$ cat src/rtl/axis_skid_chain.sv
// -----------------------------------------------------------------------------
// axis_skid_chain
//
// Chain of NUM_SLICES fully-registered skid-buffer slices for a
// valid/ready/data/last stream. Placed on long host<->kernel stream paths so
// that neither the forward (valid/data/last) nor the backward (ready) path
// crosses more than one slice combinationally.
//
// Parameters
//   DATA_W      data bus width in bits (>= 1)
//   NUM_SLICES  number of register slices (0..16); 0 = combinational wire-through
//
// Ports
//   clk        in   sole clock, rising edge
//   rst        in   synchronous active-high reset
//   flush      in   synchronous clear of every buffered beat (datapath effect
//                   identical to rst)
//   us_valid   in   upstream beat valid
//   us_data    in   upstream beat data [DATA_W]
//   us_last    in   upstream end-of-packet marker
//   us_ready   out  chain accepts the upstream beat (straight from a flop)
//   ds_valid   out  downstream beat valid (straight from a flop)
//   ds_data    out  downstream beat data [DATA_W]
//   ds_last    out  downstream end-of-packet marker
//   ds_ready   in   downstream accepts the beat
//   occ        out  only with AXIS_SKID_CHAIN_OCC_EN defined: number of beats
//                   currently held, width $clog2(2*NUM_SLICES+1) (1 bit,
//                   tied to 0, when NUM_SLICES = 0)
//
// Optional feature macro: AXIS_SKID_CHAIN_OCC_EN (occupancy counter + port).
//
// Handshake: a beat moves across a port in every cycle where valid and ready
// are both 1 at the rising edge. A producer that raises valid keeps valid,
// data and last unchanged until that transfer happens; ready may change
// freely. Beats leave in arrival order, never duplicated or dropped, except
// that rst/flush discard everything held (including a beat offered in the
// same cycle).
//
// Capacity is 2 beats per slice: a main register that drives the slice
// output and a skid register that catches the one beat already in flight
// when the downstream side stalls. Slice input ready is ~skid_valid, a flop,
// so the ready path is broken at every slice.
// -----------------------------------------------------------------------------
module axis_skid_chain #(
    parameter int DATA_W     = 512,
    parameter int NUM_SLICES = 1
) (
    input  logic              clk,
    input  logic              rst,
    input  logic              flush,
    input  logic              us_valid,
    input  logic [DATA_W-1:0] us_data,
    input  logic              us_last,
    output logic              us_ready,
    output logic              ds_valid,
    output logic [DATA_W-1:0] ds_data,
    output logic              ds_last,
    input  logic              ds_ready
`ifdef AXIS_SKID_CHAIN_OCC_EN
   ,output logic [((NUM_SLICES == 0) ? 1 : $clog2(2*NUM_SLICES + 1))-1:0] occ
`endif
);

    generate
        if (NUM_SLICES == 0) begin : g_bypass
            // No storage at all: the chain degenerates to wires in both
            // directions, and clk/rst/flush have nothing to act on.
            assign ds_valid = us_valid;
            assign ds_data  = us_data;
            assign ds_last  = us_last;
            assign us_ready = ds_ready;

            logic unused_bypass;
            assign unused_bypass = ^{clk, rst, flush};
        end else begin : g_chain
            // Stage k is the interface between slice k-1 and slice k.
            // Stage 0 is the upstream port, stage NUM_SLICES the downstream
            // port. Each slice drives valid/data/last of stage i+1 and
            // ready of stage i.
            logic              stg_valid [NUM_SLICES+1];
            logic [DATA_W-1:0] stg_data  [NUM_SLICES+1];
            logic              stg_last  [NUM_SLICES+1];
            logic              stg_ready [NUM_SLICES+1];

            assign stg_valid[0]          = us_valid;
            assign stg_data[0]           = us_data;
            assign stg_last[0]           = us_last;
            assign us_ready              = stg_ready[0];

            assign ds_valid              = stg_valid[NUM_SLICES];
            assign ds_data               = stg_data[NUM_SLICES];
            assign ds_last               = stg_last[NUM_SLICES];
            assign stg_ready[NUM_SLICES] = ds_ready;

            for (genvar i = 0; i < NUM_SLICES; i++) begin : g_slice
                // Main register: drives the slice output.
                logic              m_vld;
                logic [DATA_W-1:0] m_dat;
                logic              m_lst;
                // Skid register: holds the beat accepted while main stalled.
                logic              k_vld;
                logic [DATA_W-1:0] k_dat;
                logic              k_lst;

                logic              in_valid;
                logic [DATA_W-1:0] in_data;
                logic              in_last;
                logic              out_ready;
                logic              in_hs;
                logic              out_hs;

                // Register load selects; at most one is set per cycle.
                logic              main_from_skid;
                logic              main_from_in;
                logic              skid_from_in;

                assign in_valid         = stg_valid[i];
                assign in_data          = stg_data[i];
                assign in_last          = stg_last[i];
                assign out_ready        = stg_ready[i+1];

                assign stg_valid[i+1]   = m_vld;
                assign stg_data[i+1]    = m_dat;
                assign stg_last[i+1]    = m_lst;
                assign stg_ready[i]     = ~k_vld;

                assign in_hs            = in_valid & ~k_vld;
                assign out_hs           = m_vld & out_ready;

                always_comb begin
                    main_from_skid = 1'b0;
                    main_from_in   = 1'b0;
                    skid_from_in   = 1'b0;
                    if (k_vld && out_hs) begin
                        // Skid full means input ready was low, so no
                        // input beat can arrive in this cycle.
                        main_from_skid = 1'b1;
                    end else if (in_hs && (!m_vld || out_hs)) begin
                        main_from_in = 1'b1;
                    end else if (in_hs && m_vld && !out_ready) begin
                        skid_from_in = 1'b1;
                    end
                end

                // Control flops: valid bits and last markers are cleared by
                // rst/flush; a flushed slice must not present a stale last.
                always_ff @(posedge clk) begin
                    if (rst || flush) begin
                        m_vld <= 1'b0;
                        m_lst <= 1'b0;
                        k_vld <= 1'b0;
                        k_lst <= 1'b0;
                    end else begin
                        if (main_from_skid) begin
                            // m_vld is already 1 and stays 1.
                            m_lst <= k_lst;
                            k_vld <= 1'b0;
                        end else if (main_from_in) begin
                            m_vld <= 1'b1;
                            m_lst <= in_last;
                        end else if (skid_from_in) begin
                            k_vld <= 1'b1;
                            k_lst <= in_last;
                        end else if (out_hs) begin
                            // Remaining out_hs case: no input beat and an
                            // empty skid, so the slice simply empties.
                            m_vld <= 1'b0;
                        end
                    end
                end

                // Wide data flops carry no reset: their content only matters
                // while the matching valid bit is set, which keeps reset
                // fan-out off the 512-bit datapath.
                always_ff @(posedge clk) begin
                    if (main_from_skid) begin
                        m_dat <= k_dat;
                    end else if (main_from_in) begin
                        m_dat <= in_data;
                    end
                    if (skid_from_in) begin
                        k_dat <= in_data;
                    end
                end
            end
        end
    endgenerate

`ifdef AXIS_SKID_CHAIN_OCC_EN
    localparam int OCC_W = (NUM_SLICES == 0) ? 1 : $clog2(2*NUM_SLICES + 1);

    generate
        if (NUM_SLICES == 0) begin : g_occ_none
            assign occ = '0;
        end else begin : g_occ
            logic push;
            logic pop;

            assign push = us_valid & us_ready;
            assign pop  = ds_valid & ds_ready;

            // Tracks the beats held across all slices. It can never pass
            // 2*NUM_SLICES because us_ready drops once every register is
            // full.
            always_ff @(posedge clk) begin
                if (rst || flush) begin
                    occ <= '0;
                end else if (push && !pop) begin
                    occ <= occ + OCC_W'(1);
                end else if (pop && !push) begin
                    occ <= occ - OCC_W'(1);
                end
            end
        end
    endgenerate
`endif

endmodule

$ cat config.mk
export PLATFORM = sky130hd
export DESIGN_NAME = axis_skid_chain
export DESIGN_NICKNAME = d
export VERILOG_FILES = /design/src/rtl/axis_skid_chain.sv
export SDC_FILE = /design/constraint.sdc
export NUM_CORES = 1
export LEC_CHECK = 0
export CORE_AREA = 2 2 402 404
export CTS_BUF_LIST = sky130_fd_sc_hd__clkbuf_16
export DETAILED_ROUTE_END_ITERATION = 16
export DIE_AREA = 0 0 404 406
export GPL_ROUTABILITY_DRIVEN = 0
export GPL_TIMING_DRIVEN = 0
export PLACE_DENSITY_LB_ADDON = 0.1
export SETUP_SLACK_MARGIN = 0.4
export SYNTH_ARGS = -nofsm -noshare
export SYNTH_HDL_FRONTEND = slang
export SYNTH_SLANG_ARGS = --single-unit
$ cat constraint.sdc
create_clock -name clk -period 78.9 [get_ports clk]
set_input_delay 15.78 -clock clk [delete_from_list [all_inputs] [get_ports clk]]
set_output_delay 15.78 -clock clk [all_outputs]
set_load 0.03 [all_outputs]
Word level (Yosys, flattened, before mapping):

Index checks and enable logic that the tools add are counted.

* eq/ne operators: 1
* multiplexer cells: 13
* bitwise gates (word level): 5
* reductions and logical operators: 14

Operator list (count)
* $mux W512: 2
* $mux W1: 11
* $reduce_and A3 Y1: 2
* $logic_and A1 B1 Y1: 4
* $reduce_bool A2 Y1: 2
* $not A1 Y1: 3
* $and A1 B1 Y1: 2
* $logic_not A1 Y1: 2
* $logic_or A1 B1 Y1: 2
* $ne A2 B2 Y1 const B: 1
* $reduce_and A2 Y1: 1
* $reduce_or A2 Y1: 1

* register bits: 1028
* bits of input ports: 518
* output and inout port bits: 515
* word-level logic and storage cells: 39

Depth between registers and ports, before layout:

Gate-level depths: netlist of run 1.

* word-level depth: 9
* depth in mapped cells: 6
* mapped depth without buffers: 3

Worst setup path after synthesis of run 1:

No wires, ideal clock.

* kind: in2reg
* start point: input us_valid
* end point: register g_chain.g_slice[0].m_dat[0] (netlist: ds_data[0]) (enable)
* setup time: 1.560 ns
* arrival: 40.419 ns
* data required time: 77.340 ns
* setup slack: 36.920 ns
* cell stages on the path: 2
* path buffers: 0
* cells stage by stage: nand2b_1 a21oi_1

* word-level cells in the longest chain between the ends: 5

RTL lines
* start, declared: line 51 `input logic us_valid,`
* $and A1 B1 Y1: line 127 `assign in_hs = in_valid & ~k_vld;`
* $logic_and A1 B1 Y1: line 138 `end else if (in_hs && (!m_vld || out_hs)) begin`
* $mux W1: line 138
* $mux W1: line 134 `if (k_vld && out_hs) begin`
* $reduce_bool A2 Y1 (no source line)
* end signal, assigned: line 177 `m_dat <= k_dat;`
* end signal, assigned: line 179 `m_dat <= in_data;`
* end, declared: line 98 `logic [DATA_W-1:0] m_dat;`

No other way between the ends.
A chain may end at the register's enable or synchronous reset.

Worst setup path after layout of run 1:

* start point: input ds_ready
* end point: register g_chain.g_slice[0].m_dat[442] (netlist: ds_data[442]) (enable)

* word-level cells in the longest chain between the ends: 6
* elaborated cells between the ends (all ways): 8
* classes of those cells: mux: 3; bitwise: 1; reduce/logical: 4

RTL lines
* start, declared: line 58 `input logic ds_ready`
* $and A1 B1 Y1 (*): line 128 `assign out_hs = m_vld & out_ready;`
* $logic_or A1 B1 Y1: line 138
* $logic_and A1 B1 Y1: line 138
* $mux W1: line 138
* $mux W1: line 134
* $reduce_bool A2 Y1 (no source line) (*)

Every way passes the cells marked *; elsewhere a longest branch is shown, timed or not.

==> results.sh, run 1 <==
export IMPL_status="completed"
export IMPL_synth_cell_types=21
export IMPL_criticalPathCategory="primary input to flip-flop"
export IMPL_cts_resized=0
export IMPL_maxSlewViolCount=0
export IMPL_crit_path_max_fanout=24
export IMPL_clk_pin_slew_worst_paths_ns=0.06
export IMPL_drtIter0Drc=1017
export IMPL_crit_start="ds_ready"
export IMPL_nets=3322
export IMPL_cp_slowest_stage_delay_ns=0.72
export IMPL_cp_slowest_cell="a21oi_4"
export IMPL_synthFlopType="edfxtp_1"
export IMPL_grt_pass1_vias=21400
export IMPL_ys_warn_count=0
export IMPL_worstSetupPathDepth=12
export IMPL_drc=0
export IMPL_start_util=0.244
export IMPL_row_count=147
export IMPL_grt_util_all_layers=0.141
export IMPL_rr_startpoint="g_chain.g_slice[0].k_vld$_SDFFE_PP0P_"
export IMPL_p_total_mw=1.31
export IMPL_startpoint_type="primary input"
export IMPL_ys_top_cells_by_area="edfxtp_1 (79%), mux2_4 (18%), mux2_2 (1.6%), buf_6 (1.5%), dfxtp_1 (0.21%)"
export IMPL_clkPwrFrac=0.416
export IMPL_p_sw_frac=0.231
export IMPL_synth_compound_area_frac=0.00115
export IMPL_synth_commonest_cells="edfxtp_1 (1024), mux2_4 (458), mux2_2 (54)"
export IMPL_synth_adder_area_share=0
export IMPL_crit_end="ds_data[442]$_DFFE_PP_"
export IMPL_p_sw_mw=0.302
export IMPL_postLayoutCellArea_um2=56700
export IMPL_grt_pass1_wl_mm=164
export IMPL_skew_ns=0.0476
export IMPL_root_buffer="clkbuf_16"
export IMPL_worstSetupEndpointType="flip-flop"
export IMPL_die_w_um=404
export IMPL_ys_async_sr_fraction=0
export IMPL_cts_sinks=1028
export IMPL_yosysMostFrequentCell="edfxtp_1"
export IMPL_die_h_um=406
export IMPL_crit_top_cell="buf_12"
export IMPL_finalSetupViolations=0
export IMPL_syn_num_nets=2132
export IMPL_min_path_type="flip-flop to flip-flop"
export IMPL_crit_buf_inv=10
export IMPL_drive_above_1_share=0.265
export IMPL_yosysTopAreaCell="edfxtp_1"
export IMPL_first_pass_iters=4
export IMPL_p_int_mw=1.00
export IMPL_routed_via_density=4.02
export IMPL_ys_ff_latch=1028
export IMPL_ir_drop_uv=21.1
export IMPL_cts_tree="done"
export IMPL_clk_path_buf_depth=3
export IMPL_synth_cells=1614
export IMPL_postSynthAreaPerCell_um2=24.2
export IMPL_portBuffers=1032
export IMPL_fmaxAchievable_mhz=53.5
export IMPL_hpwl_mm=91.3
export IMPL_syn_area_um2=39000
export IMPL_leakage_nw=21.1
export IMPL_path_cells="clkdlybuf4s50_1 > nor2b_1 > a21oi_4 > buf_12 > buf_12 > buf_12 > buf_12 > buf_16 > buf_16 > buf_12 > buf_16 > buf_16"
export IMPL_rsz0062_at_grt="false"
export IMPL_r2r_cells=11
export IMPL_tightestPinTransition_ns=0.935
export IMPL_pwr_share_seq=0.482
export IMPL_synth_edf_count=1024
export IMPL_synth_seq_area_share=0.790
export IMPL_tns_ns=0
export IMPL_die_area_um2=164000
export IMPL_area_delta_synth_final_pct=45.3
export IMPL_finalCritPeriodShare=0.237
export IMPL_reg2reg_slack_ns=75.32
export IMPL_combPwrFrac=0.102
export IMPL_synth_xor_area_frac=0
export IMPL_yosysTopAreaCellShare=0.788
export IMPL_postCtsSetupRepairBufs=0
export IMPL_ioPinCount=1033
export IMPL_crit_family="buffers and inverters"
export IMPL_ant_nets=0
export IMPL_final_min_clock_period_ns=18.69
export IMPL_final_hold_violation_count=0
export IMPL_grt_max_degree=51
export IMPL_timing_critical_path_arrival_ns=19.11
export IMPL_cts_hold_buffers=0
export IMPL_htree_levels=3
export IMPL_yosys_area_share_simple=0.00125
export IMPL_vias=20100
export IMPL_cts_buffers=121
export IMPL_wl_mm=120
export IMPL_cp_required_ns=79.32
export IMPL_maxCapViolCount=0
export IMPL_placed_area_um2=52800
export IMPL_fp_coreArea_um2=160000
export IMPL_grt_ovfl_total=0
export IMPL_r2r_end="ds_data[442]$_DFFE_PP_"
export IMPL_wl_per_cell_um=24.0
export IMPL_antenna_found_initial=60
export IMPL_synth_area_mux_share=0.192
export IMPL_synth_top_family_by_area="multiplexers"
export IMPL_insertion_delay_ns=0.74
export IMPL_power_density_nw_per_um2=23.0
export IMPL_slew_headroom=0.375
-- metal layers --
metal	global-route usage	vias to the layer above	wire (µm)
met1	0.146	10200	43100
met2	0.238	766	59500
li1	-	8920	-
met4	0.0506	68	3490
met3	0.0780	232	14000
met5	0	-	442
-- how the worst min path moves through the flow --
stage	slack (ns)	to	startpoint	cells after the start
floorplan	0.49	g_chain.g_slice[0].k_lst$_SDFFE_PP0P_	g_chain.g_slice[0].k_lst$_SDFFE_PP0P_	2
global placement	0.51	ds_last$_SDFFE_PP0P_	ds_last$_SDFFE_PP0P_	1
detailed placement	0.50	ds_last$_SDFFE_PP0P_	ds_last$_SDFFE_PP0P_	1
CTS	0.51	ds_last$_SDFFE_PP0P_	ds_last$_SDFFE_PP0P_	1
global route	0.53	ds_last$_SDFFE_PP0P_	ds_last$_SDFFE_PP0P_	1
finish	0.51	ds_last$_SDFFE_PP0P_	ds_last$_SDFFE_PP0P_	1
-- layout make-up --
| type | instances | area, µm² |
|---|---|---|
| diodes | 22 | 55.1 |
| plain buffers | 57 | 604 |
| clock buffers | 124 | 3100 |
| clock inverters | 99 | 766 |
| fillers | 15000 | 103000 |
| inverters | 2 | 7.51 |
| multi-input cells | 527 | 7600 |
| flip-flops and latches | 1028 | 30800 |
| well taps | 2086 | 2610 |
| repair buffers | 1067 | 11200 |
-- sequential cells by signal (all words and copies together), names as in the netlist --
name                   count
ds_last                    1
g_chain.g_slice.k_lst      1
g_chain.g_slice.k_vld      1
ds_valid                   1
g_chain.g_slice.k_dat    512
ds_data                  512
-- cell families after synthesis --
kind of cell	Yosys count
DFF	1028
muxes	513
buffers and inverters	59
AOI/OAI and AO/OA	6
and+or+nand+nor	8
-- placed cells by master (no fill, tap or decap) --
master	n
a21boi_0	1
a21oi_4	1
and4bb_4	1
buf_12	19
buf_16	16
buf_2	6
buf_6	51
bufinv_16	9
clkbuf_16	124
clkdlybuf4s50_1	1032
clkinv_1	24
clkinv_16	4
clkinv_2	22
clkinvlp_4	4
dfxtp_1	4
diode_2	22
edfxtp_1	1024
inv_1	36
inv_6	2
mux2_2	54
mux2_4	458
mux2i_1	1
nand2_1	1
nand2b_1	1
nand3_1	1
nor2_1	1
nor2b_1	1
nor3_1	1
o211a_1	2
o21a_1	1
o21ai_0	1
or3_1	1
-- through the flow --
step / setup WS (ns) / util / hold WS [ns] / instances
detailed placement: 59.39 / 0.331 / 0.500 / 4767
CTS: 60.19 / 0.355 / 0.515 / 4990
global placement: 19.93 / 0.326 / 0.512 / 4732
finish: 60.21 / 0.355 / 0.514 / 5012
floorplan: 36.92 / - / 0.494 / 1614
global route: 60.04 / 0.355 / 0.533 / 5004
-- power by group through the flow --
| stage | combinational, mW | clock, mW | sequential [mW] |
|---|---|---|---|
| 2_1_floorplan | 0.0244 | 0 | 0.689 |
| 6_report | 0.133 | 0.543 | 0.629 |
| 4_1_cts | 0.135 | 0.564 | 0.630 |
| 3_3_place_gp | 0.128 | 0 | 0.668 |
| 3_5_place_dp | 0.135 | 0 | 0.641 |
| 5_1_grt | 0.139 | 0.585 | 0.631 |
-- worst reg2reg max path, stage by stage (launching register included) --
cell and delay, ns:
dfxtp_1 0.36, nand2b_1 0.23, a21oi_4 0.76, buf_12 0.28, buf_12 0.21, buf_12 0.21, buf_12 0.24, buf_16 0.20
buf_16 0.18, buf_12 0.21, buf_16 0.20, buf_16 0.19
Power figures use the tool's default switching activity.
==> run 2, diff against run 1 <==
- clock period: 78.9 -> 17.8 ns (I/O delays scaled with it)
==> run 2 against run 1 <==
  * Setup slack worse by 48 ns
  * Clock power increased to 4.5 times the previous value
  * Hold slack about the same
  * Routed wire length is 0.72% higher
  * Final cell count fell by 0.24%
  * Design area is 0.13% lower
  * Critical path depth is 5 lower
  * Critical path type unchanged
  * Largest cell class unchanged
  * Largest power group unchanged
  * Highest routed layer unchanged
==> results.sh, run 2 (synthesized netlist as in run 1, its figures left out) <==
export IMPL_wl_per_cell_um=24.3
export IMPL_wl_mm=121
export IMPL_cts_sinks=1028
export IMPL_drive_above_1_share=0.265
export IMPL_clk_pin_slew_worst_paths_ns=0.06
export IMPL_first_pass_iters=5
export IMPL_tightestPinTransition_ns=0.719
export IMPL_cts_resized=0
export IMPL_final_cell_mix="clkdlybuf4s50_1 (1032), edfxtp_1 (1024), mux2_4 (458), clkbuf_16 (121), mux2_2 (54)"
export IMPL_ir_drop_uv=87.2
export IMPL_die_w_um=404
export IMPL_maxSlewViolCount=0
export IMPL_row_count=147
export IMPL_cp_slowest_cell="and4bb_4"
export IMPL_grt_util_all_layers=0.142
export IMPL_die_area_um2=164000
export IMPL_pre_cts_ws_ns=10.88
export IMPL_rsz0062_at_grt="false"
export IMPL_cp_required_ns=18.22
export IMPL_finalSetupViolations=0
export IMPL_cts_buffers=120
export IMPL_hpwl_mm=91.4
export IMPL_fp_coreArea_um2=160000
export IMPL_status="completed"
export IMPL_final_hold_violation_count=0
export IMPL_vias=20100
export IMPL_grt_max_degree=54
export IMPL_skew_ns=0.0612
export IMPL_startpoint_type="primary input"
export IMPL_min_path_type="flip-flop to flip-flop"
export IMPL_die_h_um=406
export IMPL_ioPinCount=1033
export IMPL_cp_slowest_stage_delay_ns=0.81
export IMPL_antenna_found_initial=43
export IMPL_setup_ws_ns=11.71
export IMPL_power_density_nw_per_um2=102
export IMPL_whs_ns=0.514
export IMPL_insertion_delay_ns=0.74
export IMPL_criticalPathCategory="primary input to flip-flop"
export IMPL_grt_pass1_vias=21800
export IMPL_maxCapViolCount=0
export IMPL_final_common_cell="clkdlybuf4s50_1"
export IMPL_slew_headroom=0.519
export IMPL_fmaxAchievable_mhz=164
export IMPL_leakage_nw=21.0
export IMPL_drtIter0Drc=1063
export IMPL_nets=3320
export IMPL_cts_hold_buffers=0
export IMPL_area_delta_synth_final_pct=45.2
export IMPL_portBuffers=1032
export IMPL_ant_nets=0
export IMPL_htree_levels=3
export IMPL_final_min_clock_period_ns=6.09
export IMPL_path_cells="clkdlybuf4s50_1 > and4bb_4 > buf_12 > buf_16 > buf_16 > buf_12 > buf_16"
export IMPL_grt_ovfl_total=0
export IMPL_cts_tree="done"
export IMPL_crit_path_max_fanout=53
export IMPL_clk_path_buf_depth=3
export IMPL_grt_pass1_wl_mm=167
export IMPL_timing_critical_path_arrival_ns=6.51
export IMPL_postCtsSetupRepairBufs=0
export IMPL_routed_via_density=4.01
export IMPL_root_buffer="clkbuf_16"
export IMPL_crit_top_cell="buf_16"
export IMPL_worstSetupEndpointType="flip-flop"
export IMPL_drc=0
export IMPL_finalCritPeriodShare=0.342
export IMPL_start_util=0.244
run 2: cell types whose count changed in the layout (fill, tap and decap cells not counted), sizes merged:
cell	change
bufinv	+2
buf	-1
inv	-3
diode	-12
clkbuf	-3
clkinvlp	+1
clkinv	+4
run 2: routing by layer:
| metal | vias up | GRT usage | routed length, µm |
|---|---|---|---|
| met1 | 10100 | 0.148 | 43300 |
| met5 | - | 0 | 356 |
| li1 | 8903 | - | - |
| met4 | 54 | 0.0376 | 2670 |
| met2 | 766 | 0.247 | 60900 |
| met3 | 213 | 0.0786 | 14100 |
run 2: worst max-delay path, delay by kind of cell:
family	cells	cell delay (ns)
and+or+nand+nor	1	0.81
buffers and inverters	6	1.96
run 2: final cells by class:
class	count	area, µm²
sequential	1028	30800
clock buffer	121	3030
clock inverter	103	845
inverter	2	7.51
fill	15100	103000
multi-input combinational	527	7600
buffer	57	604
timing repair buffer	1066	11100
tap	2086	2610
antenna	10	25.0
run 2: power breakdown:
part           switching (mW)  internal (mW)
registers              0.0233           2.77
clock network            1.04           1.39
logic                   0.293          0.297
run 2: final timing paths:
path	from	slack, ns	depth (start not counted)	endpoint
setup / recovery	ds_ready	11.71	7	g_chain.g_slice[0].k_dat[204]$_DFFE_PP_
hold / removal	ds_last$_SDFFE_PP0P_	0.51	1	ds_last$_SDFFE_PP0P_
setup reg to reg	g_chain.g_slice[0].k_vld$_SDFFE_PP0P_	14.71	6	g_chain.g_slice[0].k_dat[204]$_DFFE_PP_
hold reg to reg	ds_last$_SDFFE_PP0P_	0.51	1	ds_last$_SDFFE_PP0P_
run 2: per-stage QoR:
stage	cells	TNS (ns)	area [µm²]	util	total power, mW
after floorplan	1614	0	39000	-	3.12
after global placement	4732	-521.92	52000	0.326	3.46
after detailed placement	4766	0	52800	0.330	3.44
after CTS	4990	0	56600	0.355	5.91
after global routing	4995	0	56600	0.355	6.02
final	5000	0	56700	0.355	5.80
